==> src/rtl/inst_fetch_unit.sv <==
// rtl/inst_fetch_unit.sv - single-outstanding instruction fetch with PC/word FIFO and redirect drain
// Optional same-cycle memory-to-decode bypass when the FIFO is empty: define INST_FETCH_BYPASS_EN.
module inst_fetch_unit #(
  parameter int              XLEN       = 64,
  parameter logic [XLEN-1:0] RESET_PC   = '0,
  parameter int              FIFO_DEPTH = 4
) (
  input  logic            in_clk,
  input  logic            in_rst_n,
  input  logic            in_redirect,
  input  logic [XLEN-1:0] in_redirect_pc,
  output logic            out_mem_req,
  output logic [XLEN-1:0] out_mem_addr,
  input  logic            in_mem_ack,
  input  logic [31:0]     in_mem_rdata,
  output logic [31:0]     out_inst,
  output logic [XLEN-1:0] out_inst_pc,
  output logic            out_inst_valid,
  input  logic            in_inst_ready
);

  localparam int          AW        = $clog2(FIFO_DEPTH);
  localparam logic [AW:0] DEPTH_CNT = (AW+1)'(FIFO_DEPTH);
  localparam logic [31:0] NOP       = 32'h0000_0013;

  typedef enum logic [1:0] {IDLE, FETCH, DRAIN} state_t;

  state_t          state_q, state_d;
  logic [XLEN-1:0] fetch_pc_q, fetch_pc_d;
  logic [XLEN-1:0] drain_addr_q, drain_addr_d;
  logic [AW:0]     count_q, count_d, count_after;
  logic [AW-1:0]   rd_ptr_q, wr_ptr_q;
  logic [31:0]     inst_mem [FIFO_DEPTH];
  logic [XLEN-1:0] pc_mem   [FIFO_DEPTH];
  logic            push, pop, fifo_empty, bypass;
  logic [XLEN-1:0] redirect_target;
  logic            unused_redirect_lsbs;

  assign redirect_target      = {in_redirect_pc[XLEN-1:2], 2'b00};
  assign unused_redirect_lsbs = ^in_redirect_pc[1:0];
  assign fifo_empty           = (count_q == '0);
  assign pop                  = !fifo_empty && in_inst_ready;

`ifdef INST_FETCH_BYPASS_EN
  assign bypass = fifo_empty && (state_q == FETCH) && in_mem_ack && !in_redirect;
`else
  assign bypass = 1'b0;
`endif

  always_comb begin
    state_d      = state_q;
    fetch_pc_d   = fetch_pc_q;
    drain_addr_d = drain_addr_q;
    push         = 1'b0;
    out_mem_req  = 1'b0;
    out_mem_addr = fetch_pc_q;
    count_after  = count_q;
    case (state_q)
      IDLE: begin
        if (in_redirect) begin
          fetch_pc_d = redirect_target;
          state_d    = FETCH;
        end else if (count_q < DEPTH_CNT) begin
          state_d = FETCH;
        end
      end
      FETCH: begin
        out_mem_req = 1'b1;
        if (in_redirect) begin
          fetch_pc_d = redirect_target;
          if (!in_mem_ack) begin
            drain_addr_d = fetch_pc_q;
            state_d      = DRAIN;
          end
        end else if (in_mem_ack) begin
          // A bypassed word that the consumer takes immediately never occupies a slot.
          push        = !(bypass && in_inst_ready);
          fetch_pc_d  = fetch_pc_q + XLEN'(4);
          count_after = count_q + (AW+1)'(push) - (AW+1)'(pop);
          if (count_after >= DEPTH_CNT) state_d = IDLE;
        end
      end
      DRAIN: begin
        // Request stays up at the stale address until memory completes it.
        out_mem_req  = 1'b1;
        out_mem_addr = drain_addr_q;
        if (in_redirect) fetch_pc_d = redirect_target;
        if (in_mem_ack)  state_d    = FETCH;
      end
      default: state_d = IDLE;
    endcase
    count_d = in_redirect ? '0 : count_q + (AW+1)'(push) - (AW+1)'(pop);
  end

  always_ff @(posedge in_clk) begin
    if (!in_rst_n) begin
      state_q      <= IDLE;
      fetch_pc_q   <= RESET_PC;
      drain_addr_q <= RESET_PC;
      count_q      <= '0;
      rd_ptr_q     <= '0;
      wr_ptr_q     <= '0;
    end else begin
      state_q      <= state_d;
      fetch_pc_q   <= fetch_pc_d;
      drain_addr_q <= drain_addr_d;
      count_q      <= count_d;
      if (in_redirect) begin
        rd_ptr_q <= '0;
        wr_ptr_q <= '0;
      end else begin
        if (push) wr_ptr_q <= wr_ptr_q + 1'b1;
        if (pop)  rd_ptr_q <= rd_ptr_q + 1'b1;
      end
    end
  end

  always_ff @(posedge in_clk) begin
    if (push) begin
      inst_mem[wr_ptr_q] <= in_mem_rdata;
      pc_mem[wr_ptr_q]   <= fetch_pc_q;
    end
  end

  always_comb begin
    out_inst_valid = !fifo_empty || bypass;
    out_inst       = NOP;
    out_inst_pc    = '0;
    if (!fifo_empty) begin
      out_inst    = inst_mem[rd_ptr_q];
      out_inst_pc = pc_mem[rd_ptr_q];
    end else if (bypass) begin
      out_inst    = in_mem_rdata;
      out_inst_pc = fetch_pc_q;
    end
  end

endmodule

==> config.mk <==
export PLATFORM = sky130hd
export DESIGN_NAME = inst_fetch_unit
export DESIGN_NICKNAME = d
export VERILOG_FILES = /design/src/rtl/inst_fetch_unit.sv
export SDC_FILE = /design/constraint.sdc
export NUM_CORES = 1
export LEC_CHECK = 0
export ABC_CLOCK_PERIOD_IN_PS = 4800
export CORE_ASPECT_RATIO = 0.8
export CORE_MARGIN = 8
export CORE_UTILIZATION = 45
export DETAILED_ROUTE_END_ITERATION = 10
export GPL_TIMING_DRIVEN = 0
export PLACE_DENSITY = 0.66
export SYNTH_ARGS = -nofsm -noshare
export SYNTH_HDL_FRONTEND = slang
export SYNTH_SLANG_ARGS = --single-unit
export TNS_END_PERCENT = 30
==> constraint.sdc <==
create_clock -name in_clk -period 4.8 [get_ports in_clk]
set_input_delay 0.96 -clock in_clk [delete_from_list [all_inputs] [get_ports in_clk]]
set_output_delay 0.96 -clock in_clk [all_outputs]
set_load 0.02 [all_outputs]
==> metrics.md, run 1 <==
| Metric | Value |
|---|---|
| YS warnings | `0` |
| Die height | `215.2 um` |
| Seq/Total Area, Yosys | `0.6272` |
| Initial antenna violation count | `1` |
| Synth Flop Type | `edfxtp_1` |
| Crit Path Max Fanout | `10` |
| Hold WS | `0.4519 ns` |
| Diode count | `0` |
| CP top delay family | `buffers and inverters` |
| CP Data Required Time | `3.84 ns` |
| Slowest stage cell, crit path | `clkdlybuf4s15_2` |
| Final period util | `0.9607` |
| Initial Util | `0.4524` |
| Power, Total | `0.01226 W` |
| Cts bufs inserted | `50` |
| CTS root buf | `clkbuf_16` |
| Initial DRC Count | `1597` |
| Lkg Pwr | `8.976 nW` |
| Crit. End Element | `output port` |
| Layout net count | `2091` |
| Asr flop ratio synth | `0` |
| Slew Viols, Final | `0` |
| Count of final setup violators | `0` |
| Share of layout cells above drive strength 1 | `0.1599` |
| RSZ-0062 raised after global routing | `false` |
| Via count | `15780` |
| Number of placement rows | `73` |
| Max_slew headroom | `0.1344` |
| Post-Synthesis Cells | `1662` |
| Vias per cell | `5.939` |
| Grt ovf | `0` |
| Peak VDD IR | `0.2645 mV` |
| Worst Clk Skew | `0.03287 ns` |
| Most frequent cell after synthesis | `edfxtp_1` |
| WS Path Type | `reg2out` |
| Design area | `27590 sq um` |
| Multi-input logic area | `7665 sq um` |
| Avg Inst Size Synth | `13.43 sq um` |
| #FFs+latches synth | `511` |
| Largest cells by area after synthesis | `edfxtp_1 (51%), dfxtp_1 (12%), mux4_2 (9.5%)` |
| Buf/Inv on CP | `4` |
| Post-route antenna net violation count | `0` |
| Worst Hold Class | `reg2reg` |
| DIE AREA | `57010 sq um` |
| CTS tree | `yes` |
| Post-DR wirelength/cell | `25.19 um` |
| Clock Latency Late Sink | `0.61 ns` |
| Max frequency | `0.2168 GHz` |
| P&R area growth vs syn | `23.65%` |
| Sink Count | `511` |
| Worst path max stage delay | `0.65 ns` |
| Outcome | `completed` |
| Worst-margin pin slew | `1.294 ns` |
| Post-DP HPWL | `46760 um` |
| Ports | `263` |
| Number of global-route vias before repair | `15560` |
| Depth of the CTS H-tree | `2` |
| Tot GR Track Use | `0.2283` |
| Most frequent cells after synthesis | `edfxtp_1 (376), nand2_1 (200), dfxtp_1 (135)` |
| Critical-path cell list | `clkbuf_1, clkdlybuf4s15_2, buf_2, mux4_2, and2_1, clkdlybuf4s50_1` |
| Worst-path clk slew | `0.06 ns` |
| Routed WL | `66940 um` |
| Register area | `13990 sq um` |
| Share of the synthesized area in the top cell type | `0.5060` |
| Power per Cell Area | `444.3 nW/um^2` |
| DRC viols | `0` |
| Synth cell types | `82` |
| Die X | `265.0 um` |
| Postcts setup bufs | `0` |
| Crit path launch type | `flop` |
| Hold Fails Final Rpt | `0` |
| I/O Buffers | `255` |
| DP Area | `25820 sq um` |
| GP Congestion | `0.9503` |
| First-pass GRT wire length | `99640 um` |
| Min cycle time layout | `4.612 ns` |
| Max cap viols | `0` |
| Arrival @ worst endpoint | `3.65 ns` |
| Max Buffers Root-to-Sink | `3` |
| Post-Syn Area | `22310 sq um` |
| Maximum number of pins on one net before global-route repair | `58` |
| Fillers | `4042` |
| First-pass iteration count of the detailed router | `6` |
| Yosys top cell by area | `edfxtp_1` |
| Core Box Area | `49320 sq um` |
| Post-synth EDFFs | `376` |
state kept, by name, summed over array words and instances, names as in the netlist, named ones only:
register / cells
wr_ptr_q: 2
rd_ptr_q: 2
fetch_pc_q: 62
count_q: 3
inst_mem: 128
pc_mem: 248
state_q: 2
drain_addr_q: 62
timing repair:
| action | CTS | global route |
|---|---|---|
| gates cloned | 0 | 0 |
| hold buffers | 0 | 0 |
| resized for setup | 3 | 5 |
| setup endpoints to repair | 86 | 17 |
metrics by stage:
step | utilization | instances | TNS (ns) | worst slack [ns]
global placement | 0.5205 | 2557 | -625.23 | -1.706
floorplan | - | 1665 | 0 | 0.5053
finish | 0.5594 | 2657 | 0 | 0.1884
CTS | 0.5593 | 2657 | 0 | 0.03890
detailed placement | 0.5235 | 2563 | 0 | 0.4666
global route | 0.5594 | 2657 | 0 | 0.05074
worst min-delay path, stage by stage (launching register included):
cell and delay [ns]:
dfxtp_1 0.30, nand2_1 0.05, a21oi_1 0.05
area by class of cell:
class                      instances  area share
sequential                       511      0.5072
multi-input combinational       1005      0.2778
timing repair buffer             261     0.09741
clock buffer                      66     0.05007
tap                              637     0.02889
buffer                           134     0.02290
clock inverter                    28     0.01370
inverter                          15    0.002041
cell usage in the layout (no fill, tap or decap), drive strengths merged, types with 24 or more instances in the layout:
| cell type | n |
|---|---|
| dfxtp | 135 |
| nor2 | 72 |
| nand3 | 42 |
| mux4 | 94 |
| and2 | 103 |
| nor4 | 24 |
| clkdlybuf4s50 | 255 |
| nand4 | 34 |
| a31oi | 24 |
| edfxtp | 376 |
| a21oi | 105 |
| nor3 | 30 |
| nand2 | 200 |
| o21ai | 28 |
| buf | 52 |
| mux2 | 58 |
| clkbuf | 152 |
cell families after synthesis:
group	after synthesis	synth area share
and+or+nand+nor	564	0.1304
adders and majority gates	12	0.007065
AOI/OAI and AO/OA	260	0.07525
other	1	0.0001681
DFF	511	0.6272
muxes	159	0.1273
buffers and inverters	149	0.03028
xor gates and xnor gates	6	0.002355
path summary, 6_finish.rpt:
path / from / end / slack (ns) / cells after the start
setup / recovery: flop / out_inst_pc[51] / 0.19 / 6
hold / removal: drain_addr_q[36] / drain_addr_q[36] / 0.45 / 2
setup reg to reg: state_q[0] / fetch_pc_q[38] / 0.97 / 9
hold reg to reg: drain_addr_q[36] / drain_addr_q[36] / 0.45 / 2
metal layers:
metal	vias to the layer above	share of wire	GRT usage
met4	0	0.026	0.07125
met5	-	0	0
met1	7916	0.43	0.3285
met3	119	0.090	0.04359
met2	759	0.45	0.3480
li1	6985	-	-
report_power, final:
| part | internal, W | total (W) | switching (W) |
|---|---|---|---|
| Combinational | 0.00104 | 0.00260 | 0.00156 |
| Sequential | 0.00512 | 0.00552 | 0.000392 |
| Clock | 0.00242 | 0.00414 | 0.00172 |
Power figures use the tool's default switching activity.
==> inputs of run 2 (changes only) <==
--- a/config.mk
+++ b/config.mk
@@ -6,13 +6,15 @@
 export NUM_CORES = 1
 export LEC_CHECK = 0
 export ABC_CLOCK_PERIOD_IN_PS = 4800
+export CAP_MARGIN = 25
 export CORE_ASPECT_RATIO = 0.8
 export CORE_MARGIN = 8
 export CORE_UTILIZATION = 45
 export DETAILED_ROUTE_END_ITERATION = 10
 export GPL_TIMING_DRIVEN = 0
 export PLACE_DENSITY = 0.66
+export SLEW_MARGIN = 20
 export SYNTH_ARGS = -nofsm -noshare
 export SYNTH_HDL_FRONTEND = slang
 export SYNTH_SLANG_ARGS = --single-unit
-export TNS_END_PERCENT = 30
+export TNS_END_PERCENT = 5
==> run 2 against run 1 <==
Net effect: first-iteration DRC count is 0.19% higher; fmax down 1.6%; die area is the same; hold slack better by 0.00080 ns; clock skew up 0.0061 ns; critical path depth grew 1; combinational power about the same; non-clock buffer count up 3; worst setup slack worse by 0.077 ns; critical endpoint is now out_mem_addr[53]; largest power group unchanged.
==> metrics.md, run 2 (same netlist as run 1, synthesis figures left out) <==
| Metric | Value |
|---|---|
| Placed cells | `2565 (+0.078%)` |
| WS Path Type | `reg2out` |
| Multi-input logic area | `7667 sq um (about the same)` |
| Final period util | `0.9768 (+0.01611)` |
| Slew Viols, Final | `0 (unchanged)` |
| Outcome | `completed` |
| Initial Util | `0.4524 (unchanged)` |
| Die X | `265.0 um (unchanged)` |
| Crit path launch type | `flop` |
| Crit. End Element | `output port` |
| I/O Buffers | `255 (unchanged)` |
| DRC viols | `0 (unchanged)` |
| Reg2Reg Setup Slack | `1.09 ns (+0.12 ns)` |
| Worst Clk Skew | `0.03896 ns (+0.006089 ns)` |
| Power per Cell Area | `438.6 nW/um^2 (-1.3%)` |
| Share of layout cells above drive strength 1 | `0.1605 (+0.0005928)` |
| CP Data Required Time | `3.84 ns (about the same)` |
| Diode count | `0 (unchanged)` |
| Maximum number of pins on one net before global-route repair | `35 (-40%)` |
| P&R area growth vs syn | `23.40%` |
| Most common cell after layout, fill and taps aside | `edfxtp_1` |
| Max reg flops | `248 (unchanged)` |
| Depth of the CTS H-tree | `2 (unchanged)` |
| CTS root buf | `clkbuf_16` |
| GP Congestion | `0.9503 (unchanged)` |
| Worst-margin pin slew | `1.020 ns (-0.2736 ns)` |
| Number of global-route vias before repair | `15660 (+0.60%)` |
| Post-route antenna net violation count | `0 (unchanged)` |
| RSZ-0062 raised after global routing | `true` |
| FF-to-FF Start | `state_q[0]` |
| Via count | `15890 (+0.68%)` |
| Worst r2r dst | `fetch_pc_q[38]` |
| Commonest non-fill, non-tap cells in the layout | `edfxtp_1 (376), clkdlybuf4s50_1 (255), nand2_1 (200)` |
| DIE AREA | `57010 sq um (unchanged)` |
| Grt ovf | `0 (unchanged)` |
| Vias per cell | `5.968 (+0.50%)` |
| Fillers | `4041 (-0.025%)` |
| Crit Path Max Fanout | `10 (unchanged)` |
| Min cycle time layout | `4.689 ns (+0.07731 ns)` |
| Clock Latency Late Sink | `0.62 ns (about the same)` |
| Hold Fails Final Rpt | `0 (unchanged)` |
| Peak VDD IR | `0.2748 mV (+3.9%)` |
| DP Area | `25850 sq um (+0.12%)` |
| Setup TNS | `0 ns (unchanged)` |
| CP startpoint | `state_q[0]` |
| Die height | `215.2 um (unchanged)` |
| Power, Total | `0.01208 W (-1.5%)` |
| Final non-filler cell total | `2662 (+0.19%)` |
| CTS tree | `yes` |
| Sink Count | `511 (unchanged)` |
| Tot GR Track Use | `0.2300 (+0.001625)` |
| Initial DRC Count | `1600 (+0.19%)` |
| Max_slew headroom | `0.3148 (+0.1803)` |
| Layout net count | `2095 (+0.19%)` |
| Core Box Area | `49320 sq um (unchanged)` |
| Ports | `263 (unchanged)` |
| Biggest register | `pc_mem` |
| Number of placement rows | `73 (unchanged)` |
| Lkg Pwr | `8.963 nW (-0.15%)` |
| Cts bufs inserted | `51 (+2.0%)` |
| Worst Reg-to-Reg Cells | `9 (unchanged)` |
| Initial antenna violation count | `0 (-1)` |
| Max cap viols | `0 (unchanged)` |
| Post-DP HPWL | `47110 um (+0.75%)` |
| Worst-path clk slew | `0.06 ns (about the same)` |
| Register area | `13990 sq um (unchanged)` |
| Max frequency | `0.2133 GHz (-1.6%)` |
| Count of final setup violators | `0 (unchanged)` |
| # hold bufs at CTS | `0 (unchanged)` |
| First-pass GRT wire length | `100400 um (+0.80%)` |
| Worst Hold Class | `reg2reg` |
| Critical Path End | `out_mem_addr[53]` |
| Routed WL | `67270 um (+0.49%)` |
| First-pass iteration count of the detailed router | `6 (unchanged)` |
| Max Buffers Root-to-Sink | `3 (unchanged)` |
| Arrival @ worst endpoint | `3.73 ns (+0.08 ns)` |
| Post-DR wirelength/cell | `25.27 um (+0.31%)` |
| Top flop regs | `pc_mem (248), inst_mem (128)` |
| Design area | `27530 sq um (-0.21%)` |
run 2: changes by cell type in the layout (fill, tap and decap cells not counted), sizes merged:
cell / previous run / this run
clkinv: 13 / 19
inv: 16 / 18
buf: 52 / 57
clkdlybuf4s15: 1 / 0
bufinv: 7 / 3
clkbuf: 152 / 151
clkinvlp: 7 / 5
run 2: timing repair:
item                       4_1_cts  5_1_grt
setup buffers                    0        0
setup endpoints to repair       26        9
cloned                           0        0
resized for setup                1        2
run 2: power breakdown:
group / internal (W) / switching [W] / leakage (nW)
Combinational: 0.00104 / 0.00157 / 3.62
Clock: 0.00223 / 0.00172 / 0.811
Sequential: 0.00512 / 0.000388 / 4.53
run 2: per-layer routing:
layer	global-route usage	vias to the layer above	part of all wire
met2	0.3528	764	0.45
met1	0.3329	8032	0.44
li1	-	6983	-
met4	0.05861	0	0.023
met3	0.04587	108	0.087
met5	0	-	0
run 2: worst min path at each step:
stage | from | endpoint | slack [ns] | depth (start not counted)
floorplan | drain_addr_q[10] | drain_addr_q[10] | 0.43 | 2
global route | drain_addr_q[51] | drain_addr_q[51] | 0.47 | 2
detailed placement | drain_addr_q[42] | drain_addr_q[42] | 0.44 | 2
global placement | drain_addr_q[63] | drain_addr_q[63] | 0.44 | 2
finish | drain_addr_q[63] | drain_addr_q[63] | 0.45 | 2
CTS | drain_addr_q[42] | drain_addr_q[42] | 0.45 | 2
run 2: critical path, cell delays in order, from the launching register on:
cell	delay (ns)
dfxtp_1	0.39
inv_1	0.11
ha_1	0.14
clkbuf_1	0.45
clkbuf_2	0.46
clkbuf_1	0.58
mux2_2	0.41
clkdlybuf4s50_1	0.61
run 2: area by class of cell:
| cell class | instances | share of cell area |
|---|---|---|
| well taps | 637 | 0.02895 |
| repair buffers | 264 | 0.09893 |
| inverters | 15 | 0.002045 |
| clock buffers | 66 | 0.05058 |
| clock inverters | 30 | 0.01009 |
| plain buffers | 134 | 0.02268 |
| flip-flops and latches | 511 | 0.5082 |
| multi-input cells | 1005 | 0.2785 |
run 2: per-stage QoR:
stage,hold slack (ns),setup slack [ns],utilization
floorplan,0.4329,0.5053,-
global placement,0.4379,-1.706,0.5205
detailed placement,0.4431,0.4619,0.5241
CTS,0.4518,0.06698,0.5580
global route,0.4695,-0.02476,0.5582
finish,0.4527,0.1111,0.5582
==> inputs of run 3 (changes only) <==
--- a/config.mk
+++ b/config.mk
@@ -5,6 +5,7 @@
 export SDC_FILE = /design/constraint.sdc
 export NUM_CORES = 1
 export LEC_CHECK = 0
+export ABC_AREA = 1
 export ABC_CLOCK_PERIOD_IN_PS = 4800
 export CAP_MARGIN = 25
 export CORE_ASPECT_RATIO = 0.8
==> run 3 against run 2 <==
Net effect: routed wire length grew 12%; hold slack gained 0.030 ns; power grew 7.8%; combinational power grew 19%; design area grew 2.9%; clock skew shrank 0.017 ns.
==> metrics.md, run 3 <==
| Metric | Value |
|---|---|
| Slowest stage cell, crit path | `clkbuf_1` |
| Synth cell types | `41 (-50%)` |
| Worst Clk Skew | `0.02168 ns (-0.01727 ns)` |
| Grt ovf | `0 (unchanged)` |
| Yosys top cell by area | `edfxtp_1` |
| Slew Viols, Final | `0 (unchanged)` |
| Via count | `19360 (+22%)` |
| CTS root buf | `clkbuf_16` |
| CP Data Required Time | `3.84 ns (about the same)` |
| P&R area growth vs syn | `24.51%` |
| Max cap viols | `0 (unchanged)` |
| Final period util | `0.9342 (-0.04269)` |
| DP Worst Slack | `0.7397 ns (+0.2778 ns)` |
| Post-synth EDFFs | `376 (unchanged)` |
| Arrival @ worst endpoint | `3.52 ns (-0.21 ns)` |
| Post-Syn Area | `22760 sq um (+2.0%)` |
| Crit. End Element | `output port` |
| Post-DP HPWL | `54690 um (+16%)` |
| Hold worst-path end | `rd_ptr_q[0]` |
| Avg Inst Size Synth | `9.141 sq um (-32%)` |
| Most common cell after layout, fill and taps aside | `nor2_1` |
| DRC viols | `0 (unchanged)` |
| Fillers | `4293 (+6.2%)` |
| Peak VDD IR | `0.3205 mV (+17%)` |
| Setup TNS | `0 ns (unchanged)` |
| CTS tree | `yes` |
| Most frequent cells after synthesis | `nor2_1 (612), edfxtp_1 (376), nand2_1 (373)` |
| #FFs+latches synth | `511 (unchanged)` |
| Lkg Pwr | `9.884 nW (+10%)` |
| Sink Count | `511 (unchanged)` |
| Max Buffers Root-to-Sink | `3 (unchanged)` |
| Worst Hold Class | `reg2reg` |
| Final worst slack | `0.3161 ns (+0.2049 ns)` |
| Routed WL | `75650 um (+12%)` |
| Layout net count | `2933 (+40%)` |
| Postcts setup bufs | `0 (unchanged)` |
| Worst path max stage delay | `0.69 ns (+0.08 ns)` |
| Critical-path cell list | `nor3_2, clkbuf_1, buf_1, a21oi_1, clkdlybuf4s50_1` |
| Initial DRC Count | `1695 (+5.9%)` |
| Number of placement rows | `73 (unchanged)` |
| Asr flop ratio synth | `0 (unchanged)` |
| Commonest non-fill, non-tap cells in the layout | `nor2_1 (608), edfxtp_1 (376), nand2_1 (373)` |
| Vias per cell | `5.472 (-8.3%)` |
| Worst Reg-to-Reg Cells | `7 (-2)` |
| Max frequency | `0.2230 GHz (+4.6%)` |
| Clock Latency Late Sink | `0.60 ns (-0.02 ns)` |
| Min cycle time layout | `4.484 ns (-0.2049 ns)` |
| Initial antenna violation count | `0 (unchanged)` |
| WS Path Type | `reg2out` |
| Depth of the CTS H-tree | `2 (unchanged)` |
| Worst hold stages | `1 (-1)` |
| Reg2Reg Setup Slack | `2.06 ns (+0.97 ns)` |
| Post-route antenna net violation count | `0 (unchanged)` |
| GP Congestion | `0.9537 (+0.36%)` |
| Core Box Area | `49870 sq um (+1.1%)` |
| YS warnings | `0 (unchanged)` |
| Biggest register | `pc_mem` |
| Max reg flops | `248 (unchanged)` |
| FF-to-FF Start | `state_q[1]` |
| Initial Util | `0.4564 (+0.004011)` |
| Post-Synthesis Cells | `2490 (+50%)` |
| Tot GR Track Use | `0.2520 (+0.02207)` |
| Max_slew headroom | `0.3317 (+0.01696)` |
| First-pass GRT wire length | `112200 um (+12%)` |
| DIE AREA | `58080 sq um (+1.9%)` |
| Design area | `28340 sq um (+2.9%)` |
| Number of global-route vias before repair | `18560 (+19%)` |
| DP Area | `26650 sq um (+3.1%)` |
| Post-DR wirelength/cell | `21.38 um (-15%)` |
| Most frequent cell after synthesis | `nor2_1` |
| Hold Fails Final Rpt | `0 (unchanged)` |
| Largest cells by area after synthesis | `edfxtp_1 (50%), dfxtp_1 (12%), nor2_1 (10%)` |
| First-pass iteration count of the detailed router | `5 (-1)` |
| Power, Total | `0.01302 W (+7.8%)` |
| Crit path launch type | `flop` |
| Worst-margin pin slew | `1.002 ns (-0.01759 ns)` |
| RSZ-0062 raised after global routing | `false` |
| Count of final setup violators | `0 (unchanged)` |
| I/O Buffers | `256 (+0.39%)` |
| Power per Cell Area | `459.3 nW/um^2 (+4.7%)` |
| Worst r2r dst | `inst_mem[3][8]` |
| Synth Flop Type | `edfxtp_1` |
| Die height | `217.2 um (+0.92%)` |
| Worst-path clk slew | `0.06 ns (about the same)` |
| Final non-filler cell total | `3538 (+33%)` |
| Cts bufs inserted | `51 (unchanged)` |
| Seq/Total Area, Yosys | `0.6148 (-0.01234)` |
| Outcome | `completed` |
| Share of the synthesized area in the top cell type | `0.4961 (-0.009959)` |
| Crit Path Max Fanout | `10 (unchanged)` |
| Share of layout cells above drive strength 1 | `0.05907 (-0.1014)` |
| Hold path start | `rd_ptr_q[0]` |
| Ports | `263 (unchanged)` |
| Maximum number of pins on one net before global-route repair | `24 (-31%)` |
| Top flop regs | `pc_mem (248), inst_mem (128)` |
| Placed cells | `3442 (+34%)` |
| Die X | `267.4 um (+0.94%)` |
## run 3: cell count changes in the layout (fill, tap and decap cells not counted), moves of 19 or more
cell,before,now
a21oi_1,104,208
a31oi_1,24,0
and2_1,97,0
clkbuf_1,88,107
inv_1,15,104
mux2_2,58,0
mux4_2,94,0
nand2_1,200,373
nand3_1,40,75
nor2_1,71,608
nor3_1,28,7
nor4_1,22,0
o21ai_0,28,314
o21ai_1,0,36
## run 3: timing repair
action / in CTS / in global routing
gates resized for setup: 0 / 1
endpoints found under the setup margin: 0 / 9
hold buffers: 0 / 0
## run 3: worst max-delay path, delay by kind of cell (launching register included)
kind,cells,cell delay [ns]
compound gates,1,0.18
simple gates,1,0.54
buf+inv,3,1.85
flops,1,0.36
## run 3: final cells by class
class / count / area (sq um) / share of cell area
Antenna cell: 2 / 5.005 / 0.0001766
Buffer: 145 / 610.6 / 0.02155
Clock buffer: 74 / 1414 / 0.04989
Clock inverter: 20 / 264.0 / 0.009316
Inverter: 110 / 412.9 / 0.01457
Multi-Input combinational cell: 1727 / 7790 / 0.2749
Sequential cell: 511 / 13990 / 0.4938
Tap cell: 675 / 844.6 / 0.02980
Timing Repair Buffer: 274 / 3005 / 0.1060
## run 3: stage by stage
stage                       util  hold WS, ns
after floorplan                -       0.4356
after global placement    0.5249       0.4501
after detailed placement  0.5344       0.4648
after CTS                 0.5681       0.4806
after global routing      0.5682       0.5116
final                     0.5683       0.4829
## run 3: per-layer routing
layer,vias to the layer above,global-route usage,part of all wire
met5,-,0,0
met1,9259,0.3502,0.43
li1,9093,-,-
met2,884,0.4053,0.46
met3,123,0.04079,0.083
met4,0,0.07604,0.028
## run 3: worst max path at each step
stage | depth (start not counted) | to | start
after CTS | 5 | out_inst_pc[23] | count_q[2]
final | 5 | out_inst_pc[24] | count_q[2]
after detailed placement | 5 | out_inst_pc[24] | count_q[2]
after floorplan | 3 | inst_mem[0][0] | in_redirect
after global routing | 5 | out_inst_pc[24] | count_q[2]
after global placement | 4 | inst_mem[3][6] | in_redirect
## run 3: logic make-up (layout without fill, tap and decap cells)
group | count (synthesis) | in the layout | synth area share
compound gates | 579 | 579 | 0.1302
simple gates | 1116 | 1116 | 0.1968
flops | 511 | 511 | 0.6148
other cells | 1 | 6 | 0.0001648
buf+inv | 255 | 623 | 0.04497
fa+ha+maj | 12 | 12 | 0.006926
xor+xnor | 16 | 16 | 0.006157
## run 3: power breakdown
group / switching (W) / internal, W
logic: 0.00201 / 0.00109
registers: 0.000627 / 0.00525
clock network: 0.00171 / 0.00232
total: 0.00435 / 0.00866
==> RTL change (flow settings as in run 1) <==
Encoding of `state_t`: now one-hot (3 bits for 3 states).
--- a/src/rtl/inst_fetch_unit.sv
+++ b/src/rtl/inst_fetch_unit.sv
@@ -23,7 +23,7 @@
   localparam logic [AW:0] DEPTH_CNT = (AW+1)'(FIFO_DEPTH);
   localparam logic [31:0] NOP       = 32'h0000_0013;
 
-  typedef enum logic [1:0] {IDLE, FETCH, DRAIN} state_t;
+  typedef enum logic [2:0] {IDLE = 3'b001, FETCH = 3'b010, DRAIN = 3'b100} state_t;
 
   state_t          state_q, state_d;
   logic [XLEN-1:0] fetch_pc_q, fetch_pc_d;
Function: no difference found for any inputs over 4 cycles, from zero or initial values and one cycle with in_rst_n low; so few cycles prove little.
==> RTL change against run 1 <==
Sequential power is 4.7% lower; wire length is 2.6% lower; setup slack better by 65 ps; non-clock buffer count is 1 lower; largest power group unchanged; design area is 1.6% lower; sequential cell count is 1 higher; synthesized area is 1.7% lower; worst hold slack hardly changed; total power is 10% lower; clock skew is 6.3 ps lower; highest routed layer unchanged; count of clock-buffer cells in the layout is 2 higher; final cell count is 1.9% lower; via count is 3.3% lower.
==> RTL change: results (changes against run 1) <==
Synth
  – Mapped Cells: 1,615 (-2.8%)
  – Top cell types by occurrence after synthesis: 376 x edfxtp_1, 201 x nand2_1, 136 x dfxtp_1
  – Dominant cells by area after synthesis: edfxtp_1 51%, dfxtp_1 12%, mux4_2 9.6%
  – Post-synth EDFFs: 376 (unchanged)
  – Ys flop type: edfxtp_1
  – Fraction of registers with async set/reset: 0% (unchanged)
  – Sequential area share after synthesis: 63.9% (+1.2 points)
  – Number of distinct library cells after synthesis: 73 (-11%)
  – Warnings from Yosys: 0 (unchanged)

Clocking
  – Clk_lat worst skew: 590 ps (-20 ps)
  – Setup bufs post-CTS: 0 (unchanged)
  – H-tree depth: 2 (unchanged)
  – Post-CTS sizing: 2 (-1)
  – CTS Buf Count: 50 (unchanged)
  – CTS clk-pin slew, worst paths: 60 ps (about the same)
  – Clock root buffer: clkbuf_16
  – Clock buffer depth: 3 (unchanged)

Power
  – Leakage: 8.76 nW (-2.4%)
  – Switching power: 3.05 mW (-17%)
  – Maximum VDD drop: 0.246 mV (-7.0%)

Min path
  – Hold depth: 2 (unchanged)
  – Min-Delay Path Class: reg -> reg

Worst setup path
  – Crit-path max FO: 10 (unchanged)
  – CP Data Arrival Time: 3590 ps (-60 ps)
  – Reg2reg path depth: 8 (-1)

Layout
  – Biggest regs: pc_mem: 248 flops, inst_mem: 128 flops
  – Post-layout nets: 2,043 (-2.3%)
  – Layout cell share with drive strength beyond 1: 14.5% (-1.5 points)
  – Layout Cells excl Fill: 2,606 (-1.9%)

Global routing
  – First-pass GRT wire length: 96,300 µm (-3.4%)
  – Vias in the first global route: 15,249 (-2.0%)
  – Largest net degree at the start of global routing: 49 (-16%)
  – GRT Resource Usage Total: 22.6% (-0.26 points)
  – Initial antenna violation count: 1 (unchanged)

Route
  – Vias/cell: 5.85 (-1.4%)
  – Initial DRC Count: 1,539 (-3.6%)
  – Total wire length: 65,200 µm (-2.6%)
  – First drt pass iteration count: 5 (-1)

Place
  – Dpl hpwl: 45,600 µm (-2.6%)
  – Post-DP Area: 0.0255 mm² (-1.1%)
  – Final Wtd Congestion: 0.930 (-2.2%)
  – Port Buffer Count: 256 (+0.39%)
  – Placed cells: 2,511 (-2.0%)

STA
  – Fin Clk Skew: 26.5 ps (-6.34 ps)
  – Rel. slew slack: 14.4% (+0.97 points)
  – Final setup fails: 0 (unchanged)

Status
  – Outcome: completed
-- RTL change: cell types whose count changed after synthesis, sizes merged, moves of 8 or more --
cell	run 1	this run
a31oi	24	9
o211ai	15	3
o21ai	28	39
a32o	0	9
a2bb2oi	0	8
buf	48	40
o31ai	2	10
-- RTL change: path summary, 6_finish.rpt --
path | from | endpoint | slack (ps)
min | drain_addr_q[7] | drain_addr_q[7] | 450
max | register | out_inst_pc[62] | 250
max reg2reg | state_q[2] | pc_mem[0][41] | 730
min reg2reg | drain_addr_q[7] | drain_addr_q[7] | 450
-- RTL change: area by class of cell --
cell class,instances,area (µm²)
Sequential cell,512,14000
Antenna cell,1,2.50
Fill cell,3897,21100
Multi-Input combinational cell,963,7390
Tap cell,629,787
Clock buffer,68,1420
Inverter,13,48.8
Timing Repair Buffer,264,2770
Buffer,130,541
Clock inverter,26,178
-- RTL change: power groups by stage --
stage	clock [mW]	sequential, mW	combinational [mW]
6_report	3.84	5.26	1.92
5_1_grt	4.08	5.29	2.03
4_1_cts	3.90	5.26	1.90
3_5_place_dp	0	5.35	1.89
3_3_place_gp	0	5.35	1.87
2_1_floorplan	0	5.25	1.06
-- RTL change: worst max-delay path, stage by stage, from the launching register on --
cell and delay [ps]:
dfxtp_1 470, buf_1 790, clkbuf_1 600, mux4_2 440, and2_1 180, clkdlybuf4s50_1 540
-- RTL change: per-layer routing --
metal  track usage [%]  wire (µm)
met1              30.7      27900
met2              35.4      29400
met3              5.37       5560
met4              8.55       2300
met5                 0          0
-- RTL change: cell families after synthesis --
logic type / synth area share, %
muxes: 13.1
buffers and inverters: 2.65
xor gates and xnor gates: 0.359
adders and majority gates: 0.490
and+or+nand+nor: 12.1
other: 0.0171
DFF: 63.9
AOI/OAI and AO/OA: 7.39
-- RTL change: per-stage QoR --
stage / setup slack [ps] / hold slack, ps / setup TNS, ps / power, mW
after floorplan: 90.7 / 433 / 0 / 6.31
after global placement: -3290 / 438 / -1217610 / 7.22
after detailed placement: -220 / 445 / -14150 / 7.25
after CTS: 10.8 / 455 / 0 / 11.1
after global routing: 0.581 / 461 / 0 / 11.4
final: 254 / 452 / 0 / 11.0
